==> src/rtl/game_fsm.sv <==
// Game-flow controller: IDLE -> ROUND_INTRO -> PLAY_GAME -> GAME_OVER, timed in video frames.
// Latency: every output is registered; a state change shows one cycle after the qualifying edge.
// Backpressure: none; inputs are sampled every cycle and the frame cadence paces all timed phases.
module game_fsm #(
    parameter int START_LIVES     = 3,
    parameter int NUM_ROUNDS      = 3,
    parameter int INTRO_FRAMES    = 120,
    parameter int INVULN_FRAMES   = 90,
    parameter int GAMEOVER_FRAMES = 180,
    parameter int NUM_ROWS        = 5,
    parameter int NUM_COLS        = 11
) (
    input  logic                                      pixel_clk,
    input  logic                                      rst,
    input  logic                                      fsync,
    input  logic                                      start_btn,
    input  logic                                      player_hit,
    input  logic                                      aliens_invaded,
    input  logic [$clog2(NUM_ROWS*NUM_COLS+1)-1:0]    aliens_remaining,
    output logic [1:0]                                game_state,
    output logic [1:0]                                current_round,
    output logic [1:0]                                lives_remaining,
    output logic                                      round_reset,
    output logic                                      invuln,
    output logic                                      game_won
);

    // Longest timed phase decides the shared counter width.
    localparam int MAX_A  = (INTRO_FRAMES > INVULN_FRAMES) ? INTRO_FRAMES : INVULN_FRAMES;
    localparam int MAX_F  = (MAX_A > GAMEOVER_FRAMES) ? MAX_A : GAMEOVER_FRAMES;
    localparam int FW     = $clog2(MAX_F + 1);

    typedef enum logic [1:0] {
        IDLE        = 2'b00,
        ROUND_INTRO = 2'b01,
        PLAY_GAME   = 2'b10,
        GAME_OVER   = 2'b11
    } state_t;

    state_t          state_q;
    state_t          state_nxt;
    logic            fsync_q;
    logic            start_q;
    logic            frame_tick;
    logic            start_edge;
    logic [FW-1:0]   frame_cnt_q;
    logic [FW-1:0]   frame_cnt_nxt;
    logic [FW-1:0]   frame_cnt_inc;
    logic [FW-1:0]   invuln_cnt_q;
    logic [FW-1:0]   invuln_cnt_nxt;
    logic [1:0]      round_nxt;
    logic [1:0]      lives_nxt;
    logic            round_reset_nxt;
    logic            invuln_nxt;
    logic            game_won_nxt;
    logic            hit_live;

    assign frame_tick    = fsync & ~fsync_q;
    assign start_edge    = start_btn & ~start_q;
    assign frame_cnt_inc = frame_cnt_q + FW'(1);
    assign game_state    = state_q;

    // Delay registers for rising-edge detection of fsync and start_btn.
    always_ff @(posedge pixel_clk or negedge rst) begin
        if (!rst) begin
            fsync_q <= 1'b0;
            start_q <= 1'b0;
        end else begin
            fsync_q <= fsync;
            start_q <= start_btn;
        end
    end

    // Next-state and next-output logic; every register holds unless a rule below changes it.
    always_comb begin
        state_nxt       = state_q;
        frame_cnt_nxt   = frame_cnt_q;
        invuln_cnt_nxt  = invuln_cnt_q;
        round_nxt       = current_round;
        lives_nxt       = lives_remaining;
        round_reset_nxt = 1'b0;
        invuln_nxt      = invuln;
        game_won_nxt    = game_won;
        hit_live        = player_hit & ~invuln;

        case (state_q)
            IDLE: begin
                // Game inputs are ignored here; only a fresh start press matters.
                if (start_edge) begin
                    state_nxt       = ROUND_INTRO;
                    lives_nxt       = 2'(START_LIVES);
                    round_nxt       = 2'd0;
                    game_won_nxt    = 1'b0;
                    round_reset_nxt = 1'b1;
                    frame_cnt_nxt   = '0;
                    invuln_nxt      = 1'b0;
                    invuln_cnt_nxt  = '0;
                end
            end

            ROUND_INTRO: begin
                invuln_nxt     = 1'b0;
                invuln_cnt_nxt = '0;
                if (frame_tick) begin
                    if (frame_cnt_inc == FW'(INTRO_FRAMES)) begin
                        state_nxt     = PLAY_GAME;
                        frame_cnt_nxt = '0;
                    end else begin
                        frame_cnt_nxt = frame_cnt_inc;
                    end
                end
            end

            PLAY_GAME: begin
                // Invulnerability window runs down on frame ticks; flag drops with the last count.
                if (frame_tick && (invuln_cnt_q != '0)) begin
                    invuln_cnt_nxt = invuln_cnt_q - FW'(1);
                    if (invuln_cnt_q == FW'(1)) begin
                        invuln_nxt = 1'b0;
                    end
                end

                if (aliens_invaded) begin
                    // Invasion ends the game regardless of lives left.
                    lives_nxt      = 2'd0;
                    game_won_nxt   = 1'b0;
                    state_nxt      = GAME_OVER;
                    frame_cnt_nxt  = '0;
                    invuln_nxt     = 1'b0;
                    invuln_cnt_nxt = '0;
                end else if (hit_live && (lives_remaining <= 2'd1)) begin
                    // Fatal hit; also suppresses any round clear this cycle and keeps lives at 0.
                    lives_nxt      = 2'd0;
                    game_won_nxt   = 1'b0;
                    state_nxt      = GAME_OVER;
                    frame_cnt_nxt  = '0;
                    invuln_nxt     = 1'b0;
                    invuln_cnt_nxt = '0;
                end else begin
                    if (hit_live) begin
                        lives_nxt      = lives_remaining - 2'd1;
                        invuln_nxt     = 1'b1;
                        invuln_cnt_nxt = FW'(INVULN_FRAMES);
                    end
                    // Clear is sampled only on frame ticks so the stale zero count right
                    // after a round_reset never looks like another clear.
                    if (frame_tick && (aliens_remaining == '0)) begin
                        frame_cnt_nxt  = '0;
                        invuln_nxt     = 1'b0;
                        invuln_cnt_nxt = '0;
                        if (current_round == 2'(NUM_ROUNDS - 1)) begin
                            game_won_nxt = 1'b1;
                            state_nxt    = GAME_OVER;
                        end else begin
                            round_nxt       = current_round + 2'd1;
                            round_reset_nxt = 1'b1;
                            state_nxt       = ROUND_INTRO;
                        end
                    end
                end
            end

            GAME_OVER: begin
                // Hold for the full count; start presses are not looked at until IDLE.
                if (frame_tick) begin
                    if (frame_cnt_inc == FW'(GAMEOVER_FRAMES)) begin
                        state_nxt     = IDLE;
                        frame_cnt_nxt = '0;
                    end else begin
                        frame_cnt_nxt = frame_cnt_inc;
                    end
                end
            end

            default: begin
                state_nxt = IDLE;
            end
        endcase
    end

    // State, counters and all registered outputs.
    always_ff @(posedge pixel_clk or negedge rst) begin
        if (!rst) begin
            state_q         <= IDLE;
            frame_cnt_q     <= '0;
            invuln_cnt_q    <= '0;
            current_round   <= 2'd0;
            lives_remaining <= 2'(START_LIVES);
            round_reset     <= 1'b0;
            invuln          <= 1'b0;
            game_won        <= 1'b0;
        end else begin
            state_q         <= state_nxt;
            frame_cnt_q     <= frame_cnt_nxt;
            invuln_cnt_q    <= invuln_cnt_nxt;
            current_round   <= round_nxt;
            lives_remaining <= lives_nxt;
            round_reset     <= round_reset_nxt;
            invuln          <= invuln_nxt;
            game_won        <= game_won_nxt;
        end
    end

endmodule
==> config.mk <==
export PLATFORM = sky130hd
export DESIGN_NAME = game_fsm
export DESIGN_NICKNAME = d
export VERILOG_FILES = /design/src/rtl/game_fsm.sv
export SDC_FILE = /design/constraint.sdc
export NUM_CORES = 1
export LEC_CHECK = 0
export CORE_MARGIN = 2
export CORE_UTILIZATION = 30
export CTS_BUF_LIST = sky130_fd_sc_hd__clkbuf_4 sky130_fd_sc_hd__clkbuf_8
export CTS_CLUSTER_DIAMETER = 80
export DETAILED_ROUTE_END_ITERATION = 10
export GPL_TIMING_DRIVEN = 0
export PLACE_DENSITY = 0.47
export SLEW_MARGIN = 20
export SYNTH_ARGS = -nofsm -noshare
export SYNTH_HDL_FRONTEND = slang
export SYNTH_SLANG_ARGS = --single-unit
==> constraint.sdc <==
create_clock -name pixel_clk -period 3.35 [get_ports pixel_clk]
set_input_delay 0.67 -clock pixel_clk [delete_from_list [all_inputs] [get_ports pixel_clk]]
set_output_delay 0.67 -clock pixel_clk [all_outputs]
set_load 0.01 [all_outputs]
# [Word-level counts from Yosys, hierarchy flattened]
# Cells that the tools add are included.
[totals] ff_bits=27 latch_bits=0 mem_bits_rw=0 rom_bits=0 inputBits=12 elab_cells=112 n_memories=0
[classes] addsub=4 multipliers=0 div_mod_pow=0 magnitude_cmp=1 eq_ne=21 shifts=0 n_mux=55 bitwise_logic=6 reduce_logical=15
[ops] cell="$mux 8" count=13
[ops] cell="$mux 2" count=18
[ops] cell="$pmux 8 s4" count=1
[ops] cell="$pmux 8 s3" count=1
[ops] cell="$ne 2x2->1 const B" count=9
[ops] cell="$mux 1" count=16
[ops] cell="$ne 4x4->1 const B" count=3
[ops] cell="$ne 6x6->1 const B" count=2
[ops] cell="$reduce_and 4->1" count=3
[ops] cell="$reduce_and 6->1" count=2
[ops] cell="$add 8x1->8 const B" count=1
[ops] cell="$eq 8x1->1 const B" count=1
[ops] cell="$eq 8x7->1 const B" count=1
[ops] cell="$eq 8x8->1 const B" count=1
[ops] cell="$pmux 2 s2" count=2
[ops] cell="$pmux 2 s4" count=1
[ops] cell="$reduce_bool 8->1" count=1
[ops] cell="$sub 8x1->8 const B" count=1
[ops] cell="$eq 2x2->1 const B" count=3
[ops] cell="$logic_not 6->1" count=1
[ops] cell="$reduce_and 3->1" count=2
[ops] cell="$pmux 1 s2" count=2
[ops] cell="$and 1x1->1" count=3
[ops] cell="$logic_and 1x1->1" count=3
[ops] cell="9 further kinds" count=11

# [Longest topological paths before layout]
# Gate-level depths: netlist of run 1.
[depth] word_depth=9 ltp_mapped=8 ltp_nobuf=7

# [Worst setup path before layout of run 1]
# Ideal clock, no wire load.
[synth_timing] kind="input-to-reg" from="in aliens_remaining[0]" to="reg invuln_cnt_q[1]" setup_time_ns=0.128 arrival_ns=2.014 required_time_ns=3.222 path_slack_ns=1.209 cell_stages=5 path_cell_list="or4_4 > o211ai_2 > o21ba_1 > buf_2 > mux2_1"
[synth_between] elab_chain_cells=6
[synth_lines] element="from (decl)" line_no="19" text="input logic [$clog2(NUM_ROWS*NUM_COLS+1)-1:0] aliens_remaining,"
[synth_lines] element="$logic_not 6->1 (*)" line_no="147" text="if (frame_tick && (aliens_remaining == '0)) begin"
[synth_lines] element="$logic_and 1x1->1 (*)" line_no="147"
[synth_lines] element="$mux 8" line_no="147"
[synth_lines] element="$mux 8" line_no="131" text="end else if (hit_live && (lives_remaining <= 2'd1)) begin"
[synth_lines] element="$mux 8" line_no="123" text="if (aliens_invaded) begin"
[synth_lines] element="$pmux 8 s3" line_no="86" text="case (state_q)"
[synth_lines] element="to (signal assigned)" line_no="195" text="invuln_cnt_q <= invuln_cnt_nxt;"
[synth_lines] element="to (decl)" line_no="49" text="logic [FW-1:0] invuln_cnt_q;"
# Mark *: on every way between the ends. The rest lies on a longest branch, timed or not.
# A chain may end at the register's enable or synchronous reset.

# [Worst setup path in the final report of run 1]
[layout_timing] from="in fsync" to="reg invuln_cnt_q[1]"
[layout_between] elab_chain_cells=6
[layout_lines] element="from (decl)" line_no="15" text="input logic fsync,"
[layout_lines] element="$and 1x1->1 (*)" line_no="58" text="assign frame_tick = fsync & ~fsync_q;"
[layout_lines] element="$logic_and 1x1->1" line_no="147"
[layout_lines] element="$mux 8" line_no="147"
[layout_lines] element="$mux 8" line_no="131"
[layout_lines] element="$mux 8" line_no="123"
[layout_lines] element="$pmux 8 s3" line_no="86"
# Marks and branches as above.

==> results_dict.tcl, run 1 <==
set metrics [dict create \
    final_area_sq_mm 0.001948 \
    clk_pin_slew_ns 0.10 \
    p_int_uw 496.7 \
    cp.depth 6 \
    crit_path_end_kind "flip-flop" \
    crit_type "input pin to flip-flop" \
    max-cap-violations 0 \
    hold_path.class "input pin to async pin" \
    final_common_cell "dfrtp_1" \
    cp-start-kind "input pin" \
    p_leak_uw 0.0008296 \
    synthToLayoutAreaGrowth_pct 20.32 \
    cp_slowest_stage_delay_ns 0.49 \
    outcome "finished clean" \
    hold_violations 0 \
    p_clk_share_pct 27.4 \
    slowest_stage "clkdlybuf4s50_1" \
    critPathBufInv 2 \
    critPathRequiredTime_ns 3.52 \
    r2r_start "lives_remaining[1]$_DFFE_PN1P_" \
    stdcell_count 269 \
    fin_tns_setup_ns 0 \
    synth.cell_area_sq_mm 0.001619 \
    cts_buffer_depth 2 \
    drtAntennaViolNets 0 \
    r2r_cells 8 \
    ys_warn_count 0 \
    first_global_vias 1477 \
    tightest_slew_ns 0.6375 \
    place_area_sq_mm 0.001902 \
    dp.cells 265 \
    worst_r2r_endpoint "frame_cnt_q[2]$_DFFE_PN0P_" \
    place.gp.congestion 0.7947 \
    power.combinational.fraction_pct 18.7 \
    core_region_area_sq_mm 0.005172 \
    finalSetupViolations 0 \
    multi_input_comb_area_sq_um 875.8 \
    timing.slew.headroom_pct 57.50 \
    start_util_pct 31.30 \
    dr.pass1.iters 4 \
    cts_root_buf "clkbuf_8" \
    seq_area_sq_um 678.2 \
    totalWireLength_um 3795 \
    clock_sinks 27 \
    drc 0 \
    vdd.ir_drop.worst_mv 0.2759 \
    synth_cells 175 \
    syn-num-nets 193 \
    seqPwrFrac_pct 53.9 \
    fin_util_pct 37.66 \
    p_sw_share_pct 29.10 \
    synth_flop_cell "dfrtp_1" \
    fin_nets 218 \
    layout_common_cells "dfrtp_1 (25), clkdlybuf4s50_1 (19), a21oi_1 (16), nand2_1 (14)" \
    dr.first_iter.drc_count 52 \
    rows 26 \
    crit_fanout 8 \
    grt_pass1_wl_um 6824 \
    diodes 0 \
    crit_family "buffers and inverters" \
    p_per_area_mw_per_mm2 359.6 \
    period_needed_ns 2.395 \
    ios 21 \
    dieArea_sq_mm 0.006001 \
    grt_max_degree 28 \
    track_usage_pct 13.85 \
    report.final.slew_viol_count 0 \
    antenna_found_initial 0 \
    port_buffers 20 \
    ctsHoldBuffers 0 \
    numCtsBuffers 3 \
    ys_types 52 \
    arrival_ns 2.56 \
    num_vias 1375 \
    ys_seq_area_share_pct 41.89 \
    fin_worst_skew_ns 0.01022 \
    cts_resized 0 \
    regToRegSetupSlack_ns 1.33 \
    path_cells "clkdlybuf4s50_1, or4b_4, o211ai_2, o21ba_1, buf_2, mux2_1" \
    switchingPower_uw 203.9 \
    synth-edff-count 0 \
    htreeDepth 1 \
    synthArstFlopShare_pct 100.0 \
    syn_avg_cell_area_sq_um 9.252 \
    insertion_delay_ns 0.28 \
    rsz0062_at_grt "false" \
    synth-seq-cells 27 \
    cts_tree "built" \
    postCtsSetupBuffers 0 \
    wire_per_inst_um 14.11 \
    p_total_uw 700.6 \
    dieHeight_um 77.47 \
    drive_gt1_share_pct 12.06 \
    fin_crit_sh_pct 71.49 \
    dp_hpwl_um 2853 \
    vias_per_cell 5.112 \
    dieWidth_um 77.47 \
    fillerInstances 531 \
    fmax_mhz 417.5 \
    overflow 0 \
]
[through the flow]
step	hold WS [ns]	worst slack (ns)
after floorplan	0.3744	1.209
after global placement	0.4908	0.6733
after detailed placement	0.4965	0.6468
after CTS	0.4249	0.9458
after global routing	0.4373	0.8471
final	0.3995	0.9550
[Yosys cell counts (3+ instances only)]
library cell / number / area share [%]
o21ai_1: 6 / 1.9
o31ai_1: 3 / 1.4
nand3_1: 10 / 3.1
inv_1: 10 / 2.3
nand2_1: 14 / 3.2
nor2_1: 10 / 2.3
nor3_1: 3 / 0.93
o21ai_0: 7 / 2.2
a21oi_1: 16 / 4.9
nand2b_1: 7 / 2.7
dfrtp_1: 25 / 39
a21o_1: 3 / 1.4
nor2b_1: 3 / 1.2
buf_2: 4 / 1.2
a31oi_1: 3 / 1.2
ha_1: 6 / 4.6
[final cells by class]
cell class | count | share of cell area, %
buffer | 5 | 1.413
timing repair buffer | 20 | 10.02
tap | 70 | 4.496
clock inverter | 1 | 0.2569
sequential | 27 | 34.81
multi-input combinational | 133 | 44.96
inverter | 10 | 1.927
clock buffer | 3 | 2.119
[flip-flops by register name, summed over array words and instances (netlist names)]
signal / cells
frame_cnt_q: 8
invuln_cnt_q: 8
current_round: 2
game_state: 2
lives_remaining: 2
fsync_q: 1
game_won: 1
invuln: 1
round_reset: 1
start_q: 1
[per-layer routing]
layer / global-route usage (%) / part of all wire, % / vias to the layer above
li1: - / - / 689
met1: 16.91 / 46 / 663
met2: 25.04 / 51 / 19
met3: 3.023 / 3.0 / 4
met4: 2.679 / 0.66 / 0
met5: 0 / 0 / -
[how the worst max path moves through the flow]
| stage | startpoint | endpoint | slack, ns |
|---|---|---|---|
| after detailed placement | fsync | invuln_cnt_q[1]$_DFFE_PN0P_ | 0.65 |
| after global placement | fsync | invuln_cnt_q[1]$_DFFE_PN0P_ | 0.67 |
| after floorplan | aliens_remaining[0] | invuln_cnt_q[1]$_DFFE_PN0P_ | 1.21 |
| after global routing | fsync | invuln_cnt_q[1]$_DFFE_PN0P_ | 0.85 |
| after CTS | fsync | invuln_cnt_q[1]$_DFFE_PN0P_ | 0.95 |
| final | fsync | invuln_cnt_q[1]$_DFFE_PN0P_ | 0.95 |
[cells by family after synthesis]
group	Yosys count	share of synthesized area, %
buffers and inverters	15	4.019
adders and majority gates	6	4.637
and+or+nand+nor	66	23.57
muxes	2	1.391
DFF	27	41.89
AOI/OAI and AO/OA	58	23.96
xor gates and xnor gates	1	0.5411
[power by group through the flow]
stage                     combinational, uW  clock [uW]  sequential (uW)
after floorplan                        90.0           0              377
after global placement                  129           0              383
after detailed placement                131           0              383
after CTS                               132         202              378
after global routing                    148         220              382
final                                   131         192              378
Note: power is estimated with default switching activity, not from simulation.
==> run 2, diff against run 1 <==
Clock period 3.35 ns to 2.3 ns, I/O delays scaled along.
==> results of run 2 <==
The final DEF is identical to that of run 1. Status: finished clean.
Main changes from that run: setup slack after placement 0.6468 ns -> -0.1932 ns; setup slack after layout 0.9550 ns -> 0.1150 ns; hold slack 0.3995 ns -> 0.1895 ns; register-to-register setup slack 1.33 ns -> 0.28 ns; total power 700.6 uW -> 1020 uW; worst IR drop on VDD 0.2759 mV -> 0.4019 mV
==> run 3, diff against run 2 <==
Settings changed: ABC_CLOCK_PERIOD_IN_PS set to 2400.
Clock period 2.3 ns to 2.4 ns, I/O delays scaled along.
==> results of run 3 <==
The final DEF is identical to that of run 1. Status: finished clean.
Main changes from that run: setup slack after placement 0.6468 ns -> -0.1132 ns; setup slack after layout 0.9550 ns -> 0.1950 ns; hold slack 0.3995 ns -> 0.2095 ns; register-to-register setup slack 1.33 ns -> 0.38 ns; total power 700.6 uW -> 977.9 uW; worst IR drop on VDD 0.2759 mV -> 0.3852 mV
